--- config.mk ---
export PLATFORM = sky130hd
export DESIGN_NAME = selevy_state_dump
export DESIGN_NICKNAME = d
export VERILOG_FILES = /design/src/rtl/selevy_dump_pkg.sv /design/src/rtl/selevy_dump_out_reg.sv /design/src/rtl/selevy_state_dump.sv
export SDC_FILE = /design/constraint.sdc
export NUM_CORES = 1
export LEC_CHECK = 0
export CORE_MARGIN = 2
export CORE_UTILIZATION = 46
export DETAILED_ROUTE_END_ITERATION = 12
export PLACE_DENSITY = 0.89
export SLEW_MARGIN = 20
export SYNTH_ARGS = -nofsm -noshare
export SYNTH_HDL_FRONTEND = slang
export SYNTH_SLANG_ARGS = --single-unit
--- constraint.sdc ---
create_clock -name CLK -period 2.39 [get_ports CLK]
set_input_delay 0.3585 -clock CLK [delete_from_list [all_inputs] [get_ports CLK]]
set_output_delay 0.3585 -clock CLK [all_outputs]
set_load 0.01 [all_outputs]
--- src/rtl/selevy_dump_pkg.sv ---
// Shared types for the selevy state-dump engine: FSM encoding, dump targets, and width helper.
// No logic here; latency and backpressure behaviour live in the modules that import it.
package selevy_dump_pkg;

  typedef enum logic [2:0] {
    IDLE    = 3'd0,
    READ    = 3'd1,
    CAPTURE = 3'd2,
    SEND    = 3'd3,
    FIN     = 3'd4
  } dump_state_t;

  localparam logic MODE_RF  = 1'b0;
  localparam logic MODE_ROM = 1'b1;

  // base + count needs two extra bits over AW so the range check cannot wrap
  function automatic int sum_width(input int aw);
    return aw + 2;
  endfunction

endpackage

--- src/rtl/selevy_dump_out_reg.sv ---
// Output holding register for the dump stream; loads in 1 cycle, holds until handshake.
// Backpressure: data/index/last stay frozen while out_valid && !out_ready; flush drops valid.
module selevy_dump_out_reg #(
  parameter int XLEN = 32,
  parameter int AW   = 8
) (
  input  logic            CLK,
  input  logic            reset_n,
  input  logic            load,
  input  logic [XLEN-1:0] load_data,
  input  logic [AW-1:0]   load_index,
  input  logic            load_last,
  input  logic            flush,
  input  logic            out_ready,
  output logic            out_valid,
  output logic [XLEN-1:0] out_data,
  output logic [AW-1:0]   out_index,
  output logic            out_last
);

  always_ff @(posedge CLK or negedge reset_n) begin
    if (!reset_n) begin
      out_valid <= 1'b0;
      out_data  <= '0;
      out_index <= '0;
      out_last  <= 1'b0;
    end else if (flush) begin
      out_valid <= 1'b0;
      out_last  <= 1'b0;
    end else if (load) begin
      out_valid <= 1'b1;
      out_data  <= load_data;
      out_index <= load_index;
      out_last  <= load_last;
    end else if (out_valid && out_ready) begin
      out_valid <= 1'b0;
      out_last  <= 1'b0;
    end
  end

endmodule

--- src/rtl/selevy_state_dump.sv ---
// Streams a window of rf or rom out over valid/ready; 2 cycles start-to-valid, 1 word per 3 cycles.
// Backpressure: a presented word is held in SEND until accepted; abort drops it and returns to IDLE.
module selevy_state_dump
  import selevy_dump_pkg::*;
#(
  parameter int XLEN      = 32,
  parameter int NREGS     = 32,
  parameter int ROM_WORDS = 256,
  parameter int AW        = 8
) (
  input  logic            CLK,
  input  logic            reset_n,
  input  logic            start,
  input  logic            mode,
  input  logic [AW-1:0]   base,
  input  logic [AW:0]     count,
  input  logic            abort,
  output logic            rd_en,
  output logic            rd_sel,
  output logic [AW-1:0]   rd_addr,
  input  logic [XLEN-1:0] rd_data,
  output logic            out_valid,
  input  logic            out_ready,
  output logic [XLEN-1:0] out_data,
  output logic [AW-1:0]   out_index,
  output logic            out_last,
  output logic            busy,
  output logic            done,
  output logic            err
);

  localparam int SW = sum_width(AW);

  dump_state_t     state, state_nxt;
  logic            mode_q;
  logic [AW-1:0]   ptr;
  logic [AW:0]     remaining;
  logic            err_q;
  logic [SW-1:0]   depth;
  logic            legal;
  logic            kill;
  logic            hs;

  assign depth  = (mode == MODE_ROM) ? SW'(ROM_WORDS) : SW'(NREGS);
  assign legal  = (count != '0) && (({2'b00, base} + {1'b0, count}) <= depth);
  assign kill   = abort && (state != IDLE);
  assign hs     = (state == SEND) && out_valid && out_ready;
  assign busy   = (state != IDLE);
  assign rd_sel = mode_q;
  assign err    = err_q;

  always_ff @(posedge CLK or negedge reset_n) begin
    if (!reset_n) state <= IDLE;
    else          state <= state_nxt;
  end

  always_comb begin
    state_nxt = state;
    rd_en     = 1'b0;
    rd_addr   = '0;
    done      = 1'b0;
    case (state)
      IDLE:    if (start && legal) state_nxt = READ;
      READ: begin
        rd_en     = 1'b1;
        rd_addr   = ptr;
        state_nxt = CAPTURE;
      end
      CAPTURE: state_nxt = SEND;
      SEND:    if (hs) state_nxt = out_last ? FIN : READ;
      FIN: begin
        done      = 1'b1;
        state_nxt = IDLE;
      end
      default: state_nxt = IDLE;
    endcase
    if (kill) begin
      state_nxt = IDLE;
      done      = 1'b0;
    end
  end

  // ptr stops on the last word so a top-of-range window never wraps it
  always_ff @(posedge CLK or negedge reset_n) begin
    if (!reset_n) begin
      mode_q    <= MODE_RF;
      ptr       <= '0;
      remaining <= '0;
      err_q     <= 1'b0;
    end else begin
      err_q <= (state == IDLE) && start && !legal;
      if ((state == IDLE) && start && legal) begin
        mode_q    <= mode;
        ptr       <= base;
        remaining <= count;
      end else if (hs && !kill && !out_last) begin
        ptr       <= ptr + AW'(1);
        remaining <= remaining - (AW+1)'(1);
      end
    end
  end

  selevy_dump_out_reg #(
    .XLEN (XLEN),
    .AW   (AW)
  ) u_out_reg (
    .CLK        (CLK),
    .reset_n    (reset_n),
    .load       (state == CAPTURE),
    .load_data  (rd_data),
    .load_index (ptr),
    .load_last  (remaining == (AW+1)'(1)),
    .flush      (kill),
    .out_ready  (out_ready),
    .out_valid  (out_valid),
    .out_data   (out_data),
    .out_index  (out_index),
    .out_last   (out_last)
  );

endmodule

=== Word level (Yosys, flattened, before mapping) ===
Index checks and enable logic that the tools add are counted.

* $add $sub $neg: 3
* Order comparisons: 1
* Equality and inequality tests: 7
* Multiplexer cells: 19
* Bitwise gates (word level): 1
* Reduce and logical (&&, ||, !) cells: 21

{| class="wikitable"
|+ Operators with widths
! cell !! number
|-
| $mux 9 || 3
|-
| $mux 8 || 3
|-
| $mux 3 || 4
|-
| $pmux 3 s4 || 1
|-
| $logic_and 1x1->1 || 11
|-
| $add 8x9->10 || 1
|-
| $le 10x9->1 || 1
|-
| $eq 9x1->1 const B || 1
|-
| $reduce_bool 9->1 || 1
|-
| $sub 9x1->9 const B || 1
|-
| $add 8x1->8 const B || 1
|-
| $mux 1 || 8
|-
| $eq 3x2->1 const B || 2
|-
| $ne 3x3->1 const B || 2
|-
| $reduce_bool 3->1 || 2
|-
| $reduce_and 2->1 || 2
|-
| $eq 3x1->1 const B || 1
|-
| $eq 3x3->1 const B || 1
|-
| $logic_not 1->1 || 3
|-
| $logic_not 3->1 || 1
|-
| $reduce_bool 2->1 || 1
|-
| $not 1->1 || 1
|}

* Bits in registers: 64
* Bits of input ports: 55
* Output and inout port bits: 55
* Word-level logic and storage cells: 61

=== Logic depth before layout (Yosys ltp) ===
Gate-level depths: netlist (run 1).

* Depth in word-level cells: 7
* Depth in mapped cells: 17
* Depth with buffers taken out: 15

=== Cells and area by module ===
Synthesis (run 1) repeated with hierarchy kept, for this count alone.

* Cells, all modules: 269
* Area total of the unflattened synthesis: 3368.2 sq um

{| class="wikitable"
|+ By module, submodules not included
! module !! times used !! cells an instance !! area each (sq um) !! seq. area each (sq um)
|-
| selevy_state_dump || 1 || 175 || 1770.4 || 550.5
|-
| selevy_dump_out_reg || 1 || 94 || 1597.8 || 1051.0
|}

=== Worst setup path after synthesis (run 1) ===
No wires, ideal clock.

* Path kind: input port to flip-flop
* From: in base[0]
* To: reg ptr[0]
* Library setup time: 0.125 ns
* Data arrival time: 3.400 ns
* Required time: 2.265 ns
* Path slack: -1.136 ns
* Stages: 17
* Path buffers: 2
* Cell sequence: ha_1 -> fa_1 -> a211o_1 -> nand3_1 -> a21o_1 -> nand2b_1 -> a21oi_1 -> xnor2_1 -> ha_1 -> nor4bb_1 -> nand2_1 -> a21oi_1 -> o211a_1 -> o2111a_1 -> buf_6 -> buf_12 -> mux2_4

* Cells in the longest elaborated chain, start to end: 5
* Elaborated cells on any way between the ends: 6
* Those cells by class: add/sub (1); order compare (1); mux (1); reduce/logical (3)

{| class="wikitable"
|+ Ends and longest elaborated chain
! element !! RTL line !! text
|-
| start, declared || selevy_state_dump.sv:15 || <nowiki>input logic [AW-1:0] base,</nowiki>
|-
| $add 8x9->10 || selevy_state_dump.sv:45 || <nowiki>assign legal = (count != '0) && (({2'b00, base} + {1'b0, count}) <= depth);</nowiki>
|-
| $le 10x9->1 || selevy_state_dump.sv:45 ||
|-
| $logic_and 1x1->1 || selevy_state_dump.sv:45 ||
|-
| $logic_and 1x1->1 || selevy_state_dump.sv:92 || <nowiki>if ((state == IDLE) && start && legal) begin</nowiki>
|-
| $mux 8 / $reduce_bool 2->1 (equally long branches) || n/a ||
|-
| end signal, assigned || selevy_state_dump.sv:94 || <nowiki>ptr <= base;</nowiki>
|-
| end signal, assigned || selevy_state_dump.sv:97 || <nowiki>ptr <= ptr + AW'(1);</nowiki>
|-
| end, declared || selevy_state_dump.sv:36 || <nowiki>logic [AW-1:0] ptr;</nowiki>
|}

Several ways; a longest one is shown, not always the timed one.
A chain may end at the register's enable or synchronous reset.

=== Worst setup path after layout (run 1) ===
* From: in count[0]
* To: reg remaining[0]

* Cells in the longest elaborated chain, start to end: 5
* Elaborated cells on any way between the ends: 7
* Those cells by class: add/sub (1); order compare (1); mux (1); reduce/logical (4)

{| class="wikitable"
|+ Ends and longest elaborated chain
! element !! RTL line !! text
|-
| start, declared || selevy_state_dump.sv:16 || <nowiki>input logic [AW:0] count,</nowiki>
|-
| $add 8x9->10 || selevy_state_dump.sv:45 ||
|-
| $le 10x9->1 || selevy_state_dump.sv:45 ||
|-
| $logic_and 1x1->1 || selevy_state_dump.sv:45 ||
|-
| $logic_and 1x1->1 || selevy_state_dump.sv:92 ||
|-
| $mux 9 / $reduce_bool 2->1 (equally long branches) || n/a ||
|-
| end signal, assigned || selevy_state_dump.sv:95 || <nowiki>remaining <= count;</nowiki>
|-
| end signal, assigned || selevy_state_dump.sv:98 || <nowiki>remaining <= remaining - (AW+1)'(1);</nowiki>
|-
| end, declared || selevy_state_dump.sv:37 || <nowiki>logic [AW:0] remaining;</nowiki>
|}

Several ways; a longest one is shown, not always the timed one.

==> results of run 1 <==
sequential cells by signal, summed over array words and instances, names as in the netlist:
register	count
err	1
u_out_reg.out_data	32
u_out_reg.out_last	1
remaining	9
u_out_reg.out_index	8
rd_sel	1
ptr	8
state	3
u_out_reg.out_valid	1
placed cells by master (no fill, tap or decap), types with 5 or more instances in the layout:
| master | count |
|---|---|
| o21ai_0 | 5 |
| xnor2_1 | 13 |
| buf_4 | 55 |
| a21oi_1 | 5 |
| mux2_4 | 11 |
| clkbuf_8 | 9 |
| ha_1 | 12 |
| nor2_1 | 9 |
| mux2_2 | 48 |
| and2_1 | 9 |
| clkdlybuf4s50_1 | 100 |
| nand3_1 | 6 |
| dfrtp_1 | 64 |
| nand2_1 | 12 |
| inv_1 | 5 |
| nor3_1 | 7 |
per-layer routing:
metal,up-vias,GRT usage (%)
met5,-,0
met4,0,8.28
met3,21,6.19
met2,118,41.7
met1,1349,27.4
li1,1312,-
power groups by stage:
| stage | combinational [mW] | clock [mW] | sequential, mW |
|---|---|---|---|
| floorplan | 1.05 | 0 | 2.07 |
| finish | 2.55 | 0.887 | 1.99 |
| global placement | 2.37 | 0 | 1.93 |
| global route | 2.74 | 0.950 | 2.05 |
| CTS | 2.55 | 0.894 | 1.98 |
| detailed placement | 2.46 | 0 | 2.00 |
path summary, 6_finish.rpt:
path                       slack, ns  cells after the start                   start                endpoint
min in group CLK                0.26                      2                 base[0]                  ptr[0]
max                            -0.89                     17                count[0]            remaining[0]
min reg2reg                     0.51                      1  u_out_reg.out_data[19]  u_out_reg.out_data[19]
max in group asynchronous       1.53                      2                 reset_n  u_out_reg.out_data[30]
min                             0.11                      1                 reset_n                     err
max reg2reg                     0.33                      6                state[1]            remaining[8]
synthesized netlist by cell type (all sizes together):
cell      n  share of area, %
nor3      7               1.0
o2111ai   1              0.26
a21oi     7               1.0
a21o      4              0.90
a211oi    2              0.60
a211o     1              0.26
o211a     1              0.30
and2      9               1.7
nand4b    1              0.26
clkbuf    5              0.60
xor2      4               1.0
nand2    12               1.3
dfrtp    64                48
fa        1              0.60
a221o     1              0.30
and3      3              0.56
or4       3              0.67
nor4      1              0.19
nand3     7               1.0
nand2b    2              0.37
or3       3              0.56
nor4b     2              0.52
o21ai     6              0.90
nand4     3              0.56
nor3b     1              0.22
a22oi     1              0.63
and4      2              0.52
or2       1              0.19
mux2     59                21
o21a      1              0.22
inv       5              0.56
a2111oi   1              0.45
ha       13               4.9
xnor2    13               3.4
nor2      9               1.0
and3b     1              0.26
nor4bb    1              0.30
o2111a    1              0.34
mux2i     2              0.60
buf       7               1.7
o211ai    2              0.45
cell type report:
class / count / area (um^2)
fillers: 476 / 1920
well taps: 99 / 124
flip-flops and latches: 64 / 1600
inverters: 5 / 18.8
clock buffers: 9 / 124
repair buffers: 169 / 1580
multi-input cells: 189 / 1700
clock inverters: 6 / 61.3
through the flow:
stage	setup WS (ns)	hold slack (ns)	power (mW)	instances
finish	-0.895	0.109	5.43	541
global placement	-1.54	0.472	4.30	509
CTS	-0.916	0.118	5.43	539
global route	-0.986	0.158	5.74	541
detailed placement	-1.62	0.482	4.46	509
floorplan	-1.03	0.0629	3.12	270
timing repair:
item,CTS,global route
resized for setup,27,6
hold buffers,0,0
setup buffers,13,4
endpoints found under the hold margin,0,0
cloned,2,0
pin swaps,12,11
setup endpoints to repair,20,20
critical path, stage by stage:
cell and delay [ns]:
buf_8 0.10, ha_4 0.15, fa_2 0.35, a211o_1 0.33
nand3_2 0.10, a21o_1 0.14, nand2b_1 0.07, a21oi_2 0.13
xnor2_1 0.08, ha_1 0.31, nor4bb_1 0.21, nand2_1 0.10
a21oi_2 0.10, o211a_1 0.18, o2111a_2 0.21, buf_4 0.21
mux2_2 0.36
logic make-up (layout without fill, tap and decap cells):
kind of cell / Yosys count / in the layout
adder cells (fa/ha/maj): 14 / 14
AO/OA/AOI/OAI: 29 / 29
XOR/XNOR: 17 / 17
multiplexers: 61 / 61
flip-flops: 64 / 64
buffers and inverters: 17 / 189
AND/OR/NAND/NOR: 68 / 68
==> results.json, run 1 <==
{
  "grt_antenna_before_repair": 0,
  "wire_per_inst_um": 17.3,
  "syn_area_um2": 3350,
  "die_h_um": 89.4,
  "required_ns": 2.62,
  "p_per_area_nw_per_um2": 1040,
  "wirelength_um": 9340,
  "maxCapViolations": 0,
  "fp.dieW_um": 89.4,
  "switchingPower_mw": 1.77,
  "ys_ff_latch": 64,
  "finalHoldViolCount": 0,
  "synth_top_family_by_area": "multiplexers",
  "drc": 0,
  "core_area_um2": 7140,
  "period_share_pct": 137,
  "slew_viol_final": 0,
  "synth.area.mux_share_pct": 21.5,
  "synth_simple_gate_area_share_pct": 11.3,
  "intPower_mw": 3.67,
  "highest_layer": "met4",
  "critPathCaptureType": "flip-flop",
  "dpl_cell_area_um2": 4860,
  "p_leak_nw": 2.28,
  "setup_viol": 20,
  "io_pins": 110,
  "first_pass_iters": 4,
  "clk_latency_ns": 0.34,
  "rsz0062_at_grt": "true",
  "grt_max_degree": 42,
  "cts_buffers": 9,
  "worst_hold_path_type": "primary input to asynchronous set/reset pin",
  "path_clk_slew_ns": 0.07,
  "viasPerCell": 5.18,
  "wl_met3_um": 684,
  "p_comb_share_pct": 47.0,
  "switching_share_pct": 32.5,
  "cts_tree": "done",
  "track_usage_pct": 23.5,
  "dieArea_um2": 7990,
  "cp_max_fo": 9,
  "arrival_ns": 3.51,
  "fin_nets": 507,
  "rows": 31,
  "antennaDiodeCount": 0,
  "worst_pin_slew_ns": 0.818,
  "drive_above_1_share_pct": 34.2,
  "criticalPathCategory": "primary input to flip-flop",
  "syn-num-nets": 339,
  "wl_met2_um": 4680,
  "setup_tns_ns": -16.72,
  "ys_types": 47,
  "hpwl_um": 6650,
  "vias": 2800,
  "synth_warnings": 0,
  "antenna_left": 0,
  "synth_xor_area_share_pct": 4.44,
  "clkPwrFrac_pct": 16.3,
  "syn_inst": 270,
  "grt_pass1_vias": 2904,
  "grt-ovfl-total": 0,
  "peakVddDrop_mv": 0.377,
  "cts.path.max_buffers": 2,
  "drt-met1-wl_um": 3790,
  "stdcell_area_um2": 5210,
  "finalCriticalPeriod_ns": 3.28,
  "synth-compound-area-share_pct": 6.64,
  "yosysSeqAreaShare_pct": 47.8,
  "fin_util_pct": 73.0,
  "htreeDepth": 3,
  "grt_pass1_wl_um": 14100,
  "status": "complete, but fails checks",
  "violations": "setup timing",
  "slew_headroom_pct": 45.5,
  "layout_setup_ws_ns": -0.895,
  "synthAdderAreaFrac_pct": 5.45,
  "start_util_pct": 47.0,
  "clock-root-buffer": "clkbuf_8",
  "gp_congestion": 0.944,
  "cp-start-kind": "primary input",
  "fin_skew_ns": 0.00674,
  "clkSinkCount": 64,
  "fmax_mhz": 304,
  "drtIter0Drc": 111,
  "area_growth_pct": 55.5,
  "pwr-share-seq_pct": 36.7,
  "port_buffers": 109,
  "syn_area_per_cell_um2": 12.4
}
Note: power is estimated with default switching activity, not from simulation.
==> run 2: changes to the inputs <==
ABC_AREA = 1   (was unset)
CORE_MARGIN = 3   (was 2)
CORE_UTILIZATION = 47   (was 46)
PLACE_DENSITY = 0.9   (was 0.89)
==> run 2 against run 1 <==
The flow still finishes with violations (setup timing). Sequential power about the same. Critical path depth up 8. Synthesized area up 3.6%. Power up 14%. Global-route usage up 3.8 points. Die area up 5.9%. Synthesized cell count up 44%. Core utilization up 7.9 points. Setup slack better by 0.25 ns. Clock skew up 0.0043 ns. Highest routed layer unchanged.
==> results.json, run 2 <==
{
  "gp_congestion": 0.925,
  "vias": 3429,
  "rsz0062_at_grt": "true",
  "io_pins": 110,
  "grt_pass1_wl_um": 18000,
  "p_leak_nw": 2.71,
  "cts.path.max_buffers": 2,
  "clock-root-buffer": "clkbuf_8",
  "dieArea_um2": 8460,
  "layout_setup_ws_ns": -0.643,
  "worst-path-stages": 25,
  "clkPwrFrac_pct": 17.4,
  "grt_pass1_vias": 3598,
  "antennaDiodeCount": 0,
  "switchingPower_mw": 2.28,
  "synth_top_area_cell": "dfrtp_1",
  "peakVddDrop_mv": 0.440,
  "setup_tns_ns": -11.80,
  "netlist_top_cells_area": "dfrtp_1 (46%), mux2_2 (10%), nand2_1 (10%), inv_1 (6.3%), ha_1 (4.7%)",
  "synth_warnings": 0,
  "pwr-share-seq_pct": 32.3,
  "ys_types": 33,
  "p_per_area_nw_per_um2": 1090,
  "required_ns": 2.63,
  "worst_path_most_repeated_cell": "nand2_1",
  "fin_skew_ns": 0.0110,
  "period_share_pct": 127,
  "violations": "setup timing",
  "viasPerCell": 5.20,
  "drtIter0Drc": 219,
  "port_buffers": 109,
  "critPathCaptureType": "flip-flop",
  "syn_area_per_cell_um2": 8.91,
  "r2r_cells": 9,
  "wirelength_um": 11600,
  "path_delay_family": "simple AND/OR/NAND/NOR gates",
  "wire_per_inst_um": 17.6,
  "intPower_mw": 3.89,
  "hpwl_um": 7570,
  "syn_inst": 390,
  "synth_edf_count": 0,
  "start_util_pct": 49.7,
  "slowest_stage": "fa_2",
  "ys.flop_type": "dfrtp_1",
  "rows": 30,
  "drc": 0,
  "largest_register_ffs": 32,
  "p_comb_share_pct": 50.3,
  "synth-compound-area-share_pct": 6.41,
  "synth_common_cells": "nand2_1 (93), dfrtp_1 (64), inv_1 (58), mux2_2 (32), nor2_1 (28)",
  "r2r_setup_slack_ns": 0.51,
  "htreeDepth": 3,
  "synth_most_common_cell": "nand2_1",
  "fin_util_pct": 80.9,
  "synthAdderAreaFrac_pct": 5.26,
  "path_clk_slew_ns": 0.08,
  "antenna_left": 0,
  "fin_nets": 628,
  "synth_top_family_by_area": "simple AND/OR/NAND/NOR gates",
  "crit_buf_inv": 5,
  "synth_simple_gate_area_share_pct": 19.2,
  "slew_viol_final": 0,
  "final_cell_mix": "clkdlybuf4s50_1 (94), nand2_1 (83), dfrtp_1 (64)",
  "synth_xor_area_share_pct": 4.29,
  "maxCapViolations": 0,
  "yosysSeqAreaShare_pct": 46.1,
  "fmax_mhz": 330,
  "ys_async_sr_fraction_pct": 100,
  "worst_pin_slew_ns": 0.673,
  "final_common_cell": "clkdlybuf4s50_1",
  "grt-ovfl-total": 0,
  "fp.dieW_um": 92.0,
  "regMostFlops": "u_out_reg.out_data",
  "cp_max_fo": 7,
  "drive_above_1_share_pct": 28.9,
  "switching_share_pct": 37.0,
  "slew_headroom_pct": 55.2,
  "setup.worst_path.start": "base[0]",
  "ys_ff_latch": 64,
  "criticalPathCategory": "primary input to flip-flop",
  "syn_area_um2": 3470,
  "syn-num-nets": 459,
  "finalHoldViolCount": 0,
  "rr_endpoint": "remaining[3]",
  "die_h_um": 92.0,
  "clk_latency_ns": 0.35,
  "worst_hold_path_type": "primary input to asynchronous set/reset pin",
  "synth_top_area_share_pct": 46.1,
  "grt_max_degree": 51,
  "cp-start-kind": "primary input",
  "first_pass_iters": 4,
  "grt_antenna_before_repair": 0,
  "reg_top3": "u_out_reg.out_data (32), remaining (9)",
  "synth.area.mux_share_pct": 10.4,
  "area_growth_pct": 62.6,
  "endpoint": "remaining[3]",
  "finalCriticalPeriod_ns": 3.03,
  "status": "complete, but fails checks",
  "slowest_delay_ns": 0.37,
  "core_area_um2": 6980,
  "arrival_ns": 3.27,
  "r2r-start": "state[0]",
  "cts_tree": "done",
  "track_usage_pct": 27.3,
  "setup_viol": 23,
  "cts_buffers": 9,
  "clkSinkCount": 64
}
## run 2: timing repair
| action | 4_1_cts | 5_1_grt |
|---|---|---|
| buffers inserted | 16 | 5 |
| gates resized for setup | 80 | 14 |
| cloned | 3 | 1 |
| hold buffers | 0 | 0 |
| endpoints found under the setup margin | 29 | 28 |
| hold endpoints to repair | 0 | 0 |
| pin swaps | 23 | 17 |
## run 2: worst min path at each step
stage / endpoint / from / slack, ns
3_5_place_dp: u_out_reg.out_data[27] / reset_n / 0.42
6_report: ptr[6] / reset_n / 0.05
4_1_cts: ptr[6] / reset_n / 0.05
2_1_floorplan: err / reset_n / 0.06
3_3_place_gp: u_out_reg.out_data[27] / reset_n / 0.41
5_1_grt: remaining[7] / reset_n / 0.08
## run 2: metrics by stage
step	worst slack [ns]	cell area, um^2	instances	hold slack (ns)	power (mW)
after floorplan	-0.547	3500	390	0.0629	3.26
after global placement	-1.12	4940	620	0.405	4.51
after detailed placement	-1.22	4940	620	0.424	4.67
after CTS	-0.531	5560	655	0.0517	5.97
after global routing	-0.819	5650	660	0.0836	6.51
final	-0.643	5650	660	0.0452	6.18
## run 2: area by class of cell
type	count	area, um^2
Timing Repair Buffer	166	1650
Inverter	60	228
Fill cell	375	1330
Clock inverter	4	76.3
Clock buffer	12	155
Timing Repair inverter	1	3.75
Sequential cell	64	1600
Tap cell	96	120
Multi-Input combinational cell	257	1810
## run 2: cell families after synthesis
kind of cell,count (synthesis)
compound gates,39
simple gates,155
xor+xnor,17
buf+inv,69
fa+ha+maj,14
flops,64
mux,32
## run 2: power by group through the flow
| stage | Clock (mW) | Sequential [mW] | Combinational (mW) |
|---|---|---|---|
| 4_1_cts | 1.09 | 1.96 | 2.92 |
| 5_1_grt | 1.14 | 2.05 | 3.33 |
| 3_5_place_dp | 0 | 1.97 | 2.70 |
| 3_3_place_gp | 0 | 1.91 | 2.59 |
| 6_report | 1.08 | 1.99 | 3.10 |
| 2_1_floorplan | 0 | 2.08 | 1.18 |
## run 2: metal layers
layer,share of wire (%),track usage (%),wire length [um]
met5,0,0,0
met4,2.4,11.1,280
met3,8.1,8.29,946
met2,51,48.5,5870
met1,39,30.4,4510
